## config.mk

```make
export PLATFORM = sky130hd
export DESIGN_NAME = priority_arbiter
export DESIGN_NICKNAME = d
export VERILOG_FILES = /design/src/rtl/priority_arbiter_pkg.sv /design/src/rtl/priority_encoder_n.sv /design/src/rtl/priority_arbiter.sv
export SDC_FILE = /design/constraint.sdc
export NUM_CORES = 1
export LEC_CHECK = 0
export CELL_PAD_IN_SITES_DETAIL_PLACEMENT = 1
export CELL_PAD_IN_SITES_GLOBAL_PLACEMENT = 2
export CORE_UTILIZATION = 14
export CTS_CLUSTER_SIZE = 28
export DETAILED_ROUTE_END_ITERATION = 8
export GPL_TIMING_DRIVEN = 1
export PLACE_DENSITY = 0.91
export SLEW_MARGIN = 0
export SYNTH_ARGS = -nofsm -noshare
export SYNTH_HDL_FRONTEND = slang
export SYNTH_SLANG_ARGS = --single-unit
```

## constraint.sdc

```tcl
create_clock -name clk -period 1.5 [get_ports clk]
set_input_delay 0.225 -clock clk [delete_from_list [all_inputs] [get_ports clk]]
set_output_delay 0.225 -clock clk [all_outputs]
set_load 0.02 [all_outputs]
```

## src/rtl/priority_arbiter_pkg.sv

```systemverilog
// Shared types and constants for the request arbiter.
// Holds the grant FSM state encoding and the priority-mode selectors.
// No logic lives here; it is imported by the arbiter and its encoder.
package priority_arbiter_pkg;

   // Grant FSM: IDLE offers nothing, HOLD offers a registered grant.
   typedef enum logic {
      IDLE = 1'b0,
      HOLD = 1'b1
   } state_t;

   // Values accepted by the RR_MODE parameter.
   localparam int PRIO_FIXED = 0;
   localparam int PRIO_RR    = 1;

   // Supported request-vector width range.
   localparam int MIN_N = 2;
   localparam int MAX_N = 32;

endpackage

```

## src/rtl/priority_encoder_n.sv

```systemverilog
// Purpose: combinational priority encoder, highest set index wins.
// Latency: 0 cycles (pure combinational).
// Backpressure: none; output tracks the input vector continuously.
module priority_encoder_n
   import priority_arbiter_pkg::*;
#(
   parameter int N  = 8,
   localparam int IW = $clog2(N)
) (
   input  logic [N-1:0]  in_i,
   output logic [IW-1:0] idx_o,
   output logic          any_o
);

   // Scan upward so the highest set bit is the last one written.
   always_comb begin
      idx_o = '0;
      any_o = 1'b0;
      for (int i = 0; i < N; i++) begin
         if (in_i[i]) begin
            idx_o = IW'(i);
            any_o = 1'b1;
         end
      end
   end

endmodule

```

## src/rtl/priority_arbiter.sv

```systemverilog
// Purpose: N-way request arbiter, fixed or round-robin priority, valid/ready grant.
// Latency: grant_valid rises 1 cycle after a nonzero req is sampled in IDLE.
// Backpressure: grant is held stable until grant_ready; at most one grant per 2 cycles.
module priority_arbiter
   import priority_arbiter_pkg::*;
#(
   parameter int N       = 8,
   parameter int RR_MODE = 0,
   localparam int IW     = $clog2(N)
) (
   input  logic          clk,
   input  logic          rst_n,
   input  logic [N-1:0]  req,
   output logic          grant_valid,
   input  logic          grant_ready,
   output logic [IW-1:0] grant_idx,
   output logic [N-1:0]  grant_onehot
);

   state_t        state_q, state_d;
   logic [IW-1:0] grant_idx_q, grant_idx_d;

   // Winner of the current arbitration round, supplied by the mode-specific logic.
   logic [IW-1:0] win_idx;
   logic          win_any;

   // ------------------------------------------------------------------
   // Winner selection
   // ------------------------------------------------------------------
   if (RR_MODE == PRIO_RR) begin : g_rr
      logic [IW-1:0] ptr_q, ptr_d;
      logic [N-1:0]  req_masked;
      logic [IW-1:0] masked_idx, full_idx;
      logic          masked_any, full_any;
      logic          accept;

      // The grant is consumed only while it is actually on offer.
      assign accept = (state_q == HOLD) && grant_ready;

      // Keep only requests strictly below ptr: they form the top of the
      // descending order starting at ptr-1. ptr=0 leaves this empty, so the
      // unmasked encoder then hands top priority to N-1.
      always_comb begin
         req_masked = '0;
         for (int i = 0; i < N; i++) begin
            req_masked[i] = req[i] && (IW'(i) < ptr_q);
         end
      end

      priority_encoder_n #(.N(N)) u_enc_masked (
         .in_i  (req_masked),
         .idx_o (masked_idx),
         .any_o (masked_any)
      );

      priority_encoder_n #(.N(N)) u_enc_full (
         .in_i  (req),
         .idx_o (full_idx),
         .any_o (full_any)
      );

      // Requests below ptr take precedence; otherwise wrap to the full vector.
      always_comb begin
         win_idx = masked_any ? masked_idx : full_idx;
         win_any = full_any;
      end

      // The pointer moves to the index just consumed, so that index drops to lowest priority.
      always_comb begin
         ptr_d = ptr_q;
         if (accept) begin
            ptr_d = grant_idx_q;
         end
      end

      // Round-robin pointer register.
      always_ff @(posedge clk or negedge rst_n) begin
         if (!rst_n) begin
            ptr_q <= '0;
         end else begin
            ptr_q <= ptr_d;
         end
      end
   end else begin : g_fixed
      priority_encoder_n #(.N(N)) u_enc (
         .in_i  (req),
         .idx_o (win_idx),
         .any_o (win_any)
      );
   end

   // ------------------------------------------------------------------
   // Grant FSM
   // ------------------------------------------------------------------

   // Next-state: arbitrate only from IDLE; no re-arbitration on the acceptance edge.
   always_comb begin
      state_d     = state_q;
      grant_idx_d = grant_idx_q;
      case (state_q)
         IDLE: begin
            if (win_any) begin
               state_d     = HOLD;
               grant_idx_d = win_idx;
            end
         end
         HOLD: begin
            if (grant_ready) begin
               state_d = IDLE;
            end
         end
         default: begin
            state_d = IDLE;
         end
      endcase
   end

   // State and grant index registers; the index persists through IDLE.
   always_ff @(posedge clk or negedge rst_n) begin
      if (!rst_n) begin
         state_q     <= IDLE;
         grant_idx_q <= '0;
      end else begin
         state_q     <= state_d;
         grant_idx_q <= grant_idx_d;
      end
   end

   // Outputs come straight from flops, so reset clears them without a clock.
   always_comb begin
      grant_valid  = (state_q == HOLD);
      grant_idx    = grant_idx_q;
      grant_onehot = '0;
      if (state_q == HOLD) begin
         grant_onehot = N'(1) << grant_idx_q;
      end
   end

endmodule

```

==> results.yml <==
outcome:
  status: "completed"
synth:
  synth_area_leader_cell: "sky130_fd_sc_hd__dfrtp_1"
  seq_area_frac_synth_pct: 39.2
  yosys_register_bits: 4
  syn_warnings: 0
  syn-cell-area_um2: 255
  synth_top_cell_area_share_pct: 39.2
  yosysUniqueCellTypes: 11
  postSynthCellCount: 36
  synth.top_cells.by_area: "sky130_fd_sc_hd__dfrtp_1 39%, sky130_fd_sc_hd__nor2_1 10%, sky130_fd_sc_hd__o21ai_0 7.8%, sky130_fd_sc_hd__nor4_1 7.4%, sky130_fd_sc_hd__a21oi_1 5.9%"
  synthesis.nets: 47
  syn_area_per_cell_um2: 7.09
clocking:
  cts_hold_buffers: 0
  clkLatencyLatePin_ps: 220
  cts.sinks: 4
  cts_tree: "built"
  tritoncts.num_buffers: 3
  max_h_tree_level: 1
  cts_post_setup_buffers_inserted: 0
  clock-root-buffer: "sky130_fd_sc_hd__clkbuf_4"
  cts.clk_slew.worst_paths_ps: 40
  clk_path_buf_depth: 2
setup_path:
  critical_path_maximum_fanout: 4
  cell_type_of_the_slowest_stage_on_the_worst_timing_path: "sky130_fd_sc_hd__dfrtp_1"
  rrSetupSlack_ps: 240
  crit-reg2reg-capture: "grant_idx[1]"
  worst_r2r_path_depth: 4
  setup.worst_path.start_class: "flip-flop"
  timing_worst_setup_path_type: "reg -> out"
  cp.arrival_ps: 1150
  worst-endpoint-required_ps: 1270
  timing.critical_path.max_delay_family: "flip-flops"
  cpPeakStageDelay_ps: 370
  r2r_start: "grant_valid"
  worstSetupStartpoint: "grant_valid"
  cp_num_buf_inv: 1
  cp-end-kind: "primary output"
  timing.critical_path.cells: "nand2_1, nor2_1, clkdlybuf4s15_1"
floorplanning:
  initial_core_utilization_pct: 14.8
  core_um2: 1730
  boundaryPins: 23
  die_height_um: 44.7
  dieArea_um2: 2000
  std_cell_rows: 15
  die_width_um: 44.7
grt:
  globalRouteOverflowTotal: 0
  grt_antenna_before_repair: 0
  maximum_number_of_pins_on_one_net_before_global_route_repair: 8
  wire_length_of_the_first_global_routing_pass_um: 1680
  via_count_of_the_first_global_routing_pass: 396
  gr_util_all_layers_pct: 11.4
final_layout:
  fillCellCount: 229
  final_cell_mix: "11 x sky130_fd_sc_hd__buf_4, 10 x sky130_fd_sc_hd__clkdlybuf4s50_1, 7 x sky130_fd_sc_hd__nor2_1"
  share_of_cells_above_drive_strength_1_pct: 31.9
  final_nets: 85
  syn2layout_area_growth_pct: 125
  layout.cells.most_common: "sky130_fd_sc_hd__buf_4"
  seqCellArea_um2: 101
  area_of_the_multi_input_gates_um2: 140
  antenna_cells_inserted: 0
place:
  port-buffer-count: 22
  post-place-ws_ps: -92.7
  place.gp.congestion: 0.681
  hpwlAfterDp_um: 837
timing:
  final-hold-violation-count: 0
  fmaxAchievable_ghz: 0.728
  maxSlewViolCount: 0
  worstMarginPinSlew_ps: 407
  rsz0062_at_grt: "no"
  layout_setup_ws_ps: 125
  setup_viol_count_final: 0
  fin_worst_skew_ps: 0.576
  timing.hold.ws_ps: 202
  timing.final.crit_share_pct: 91.6
  time_the_final_worst_path_needs_with_i_o_delays_and_setup_ps: 1370
  max-slew-margin-rel_pct: 72.6
power_and_ir_drop:
  vdd.ir_drop.worst_v: 0.000482
  power_density_nw_per_um2: 1700
  p_leak_nw: 0.276
route:
  via_count: 391
  routed_wirelength_um: 949
  remaining_drc_errors: 0
  drt.antenna.violating_nets: 0
  routed_wire_length_per_instance_um: 9.78
  vias_per_cell: 4.03
  first_pass_iters: 2
  first_iter_violations: 1
min_path:
  min-delay-path-class: "in -> async"
flow_run:
  maxCapViolations: 0
[cells by family (layout without fill, tap and decap cells)]
kind of cell	after synthesis	in the layout	share of synthesized area, %
and+or+nand+nor	19	19	34.3
buffers and inverters	4	40	5.88
DFF	4	4	39.2
AOI/OAI and AO/OA	9	9	20.6
[cell type report]
| class | instances | share of cell area (%) |
|---|---|---|
| Timing Repair Buffer | 33 | 45.9 |
| Multi-Input combinational cell | 28 | 24.5 |
| Sequential cell | 4 | 17.7 |
| Tap cell | 25 | 5.46 |
| Clock buffer | 3 | 3.93 |
| Inverter | 4 | 2.62 |
[Yosys cell counts]
master	count
sky130_fd_sc_hd__a21o_2	1
sky130_fd_sc_hd__a21oi_1	3
sky130_fd_sc_hd__dfrtp_1	4
sky130_fd_sc_hd__inv_1	4
sky130_fd_sc_hd__nand2_1	4
sky130_fd_sc_hd__nand2b_1	2
sky130_fd_sc_hd__nor2_1	7
sky130_fd_sc_hd__nor3_1	3
sky130_fd_sc_hd__nor4_1	3
sky130_fd_sc_hd__o21ai_0	4
sky130_fd_sc_hd__o31a_1	1
[metrics by stage]
stage          instances  TNS (ps)  instance area [µm²]  utilization [%]  power, W
6_report              97         0                  573             33.2  0.000974
5_1_grt               97         0                  573             33.2   0.00107
4_1_cts               97         0                  604             35.0   0.00101
3_5_place_dp          94      -424                  589             34.1  0.000946
3_3_place_gp          94      -155                  589             34.1  0.000928
2_1_floorplan         36         0                  255                -  0.000524
[repair_timing]
| action | 4_1_cts | 5_1_grt |
|---|---|---|
| pin swaps | 0 | 0 |
| endpoints found under the setup margin | 12 | 8 |
| resized for setup | 18 | 13 |
[routing by layer]
metal  vias up  routed length (µm)  GRT usage (%)
li1        199                   -              -
met1       176                 376           12.0
met2        14                 500           22.1
met3         2                  50           1.20
met4         0                  22           5.45
met5         -                   0              0
[registers in the layout, indices dropped and copies added (netlist names)]
name	cells
grant_idx	3
grant_valid	1
[worst max-delay path by stage]
stage	end	cells past startpoint	slack [ps]
2_1_floorplan	grant_onehot[2]	2	150
3_3_place_gp	grant_onehot[0]	4	-60
3_5_place_dp	grant_idx[1]	5	-90
4_1_cts	grant_onehot[0]	4	2
5_1_grt	grant_onehot[7]	3	2
6_report	grant_onehot[7]	3	130
[report_power, final]
part           internal (W)  leakage (nW)  switching, W
logic              0.000285         0.220      0.000337
registers          0.000164        0.0428     0.0000632
clock network     0.0000890        0.0138     0.0000364
total              0.000538         0.276      0.000437
Note: power is estimated with default switching activity, not from simulation.
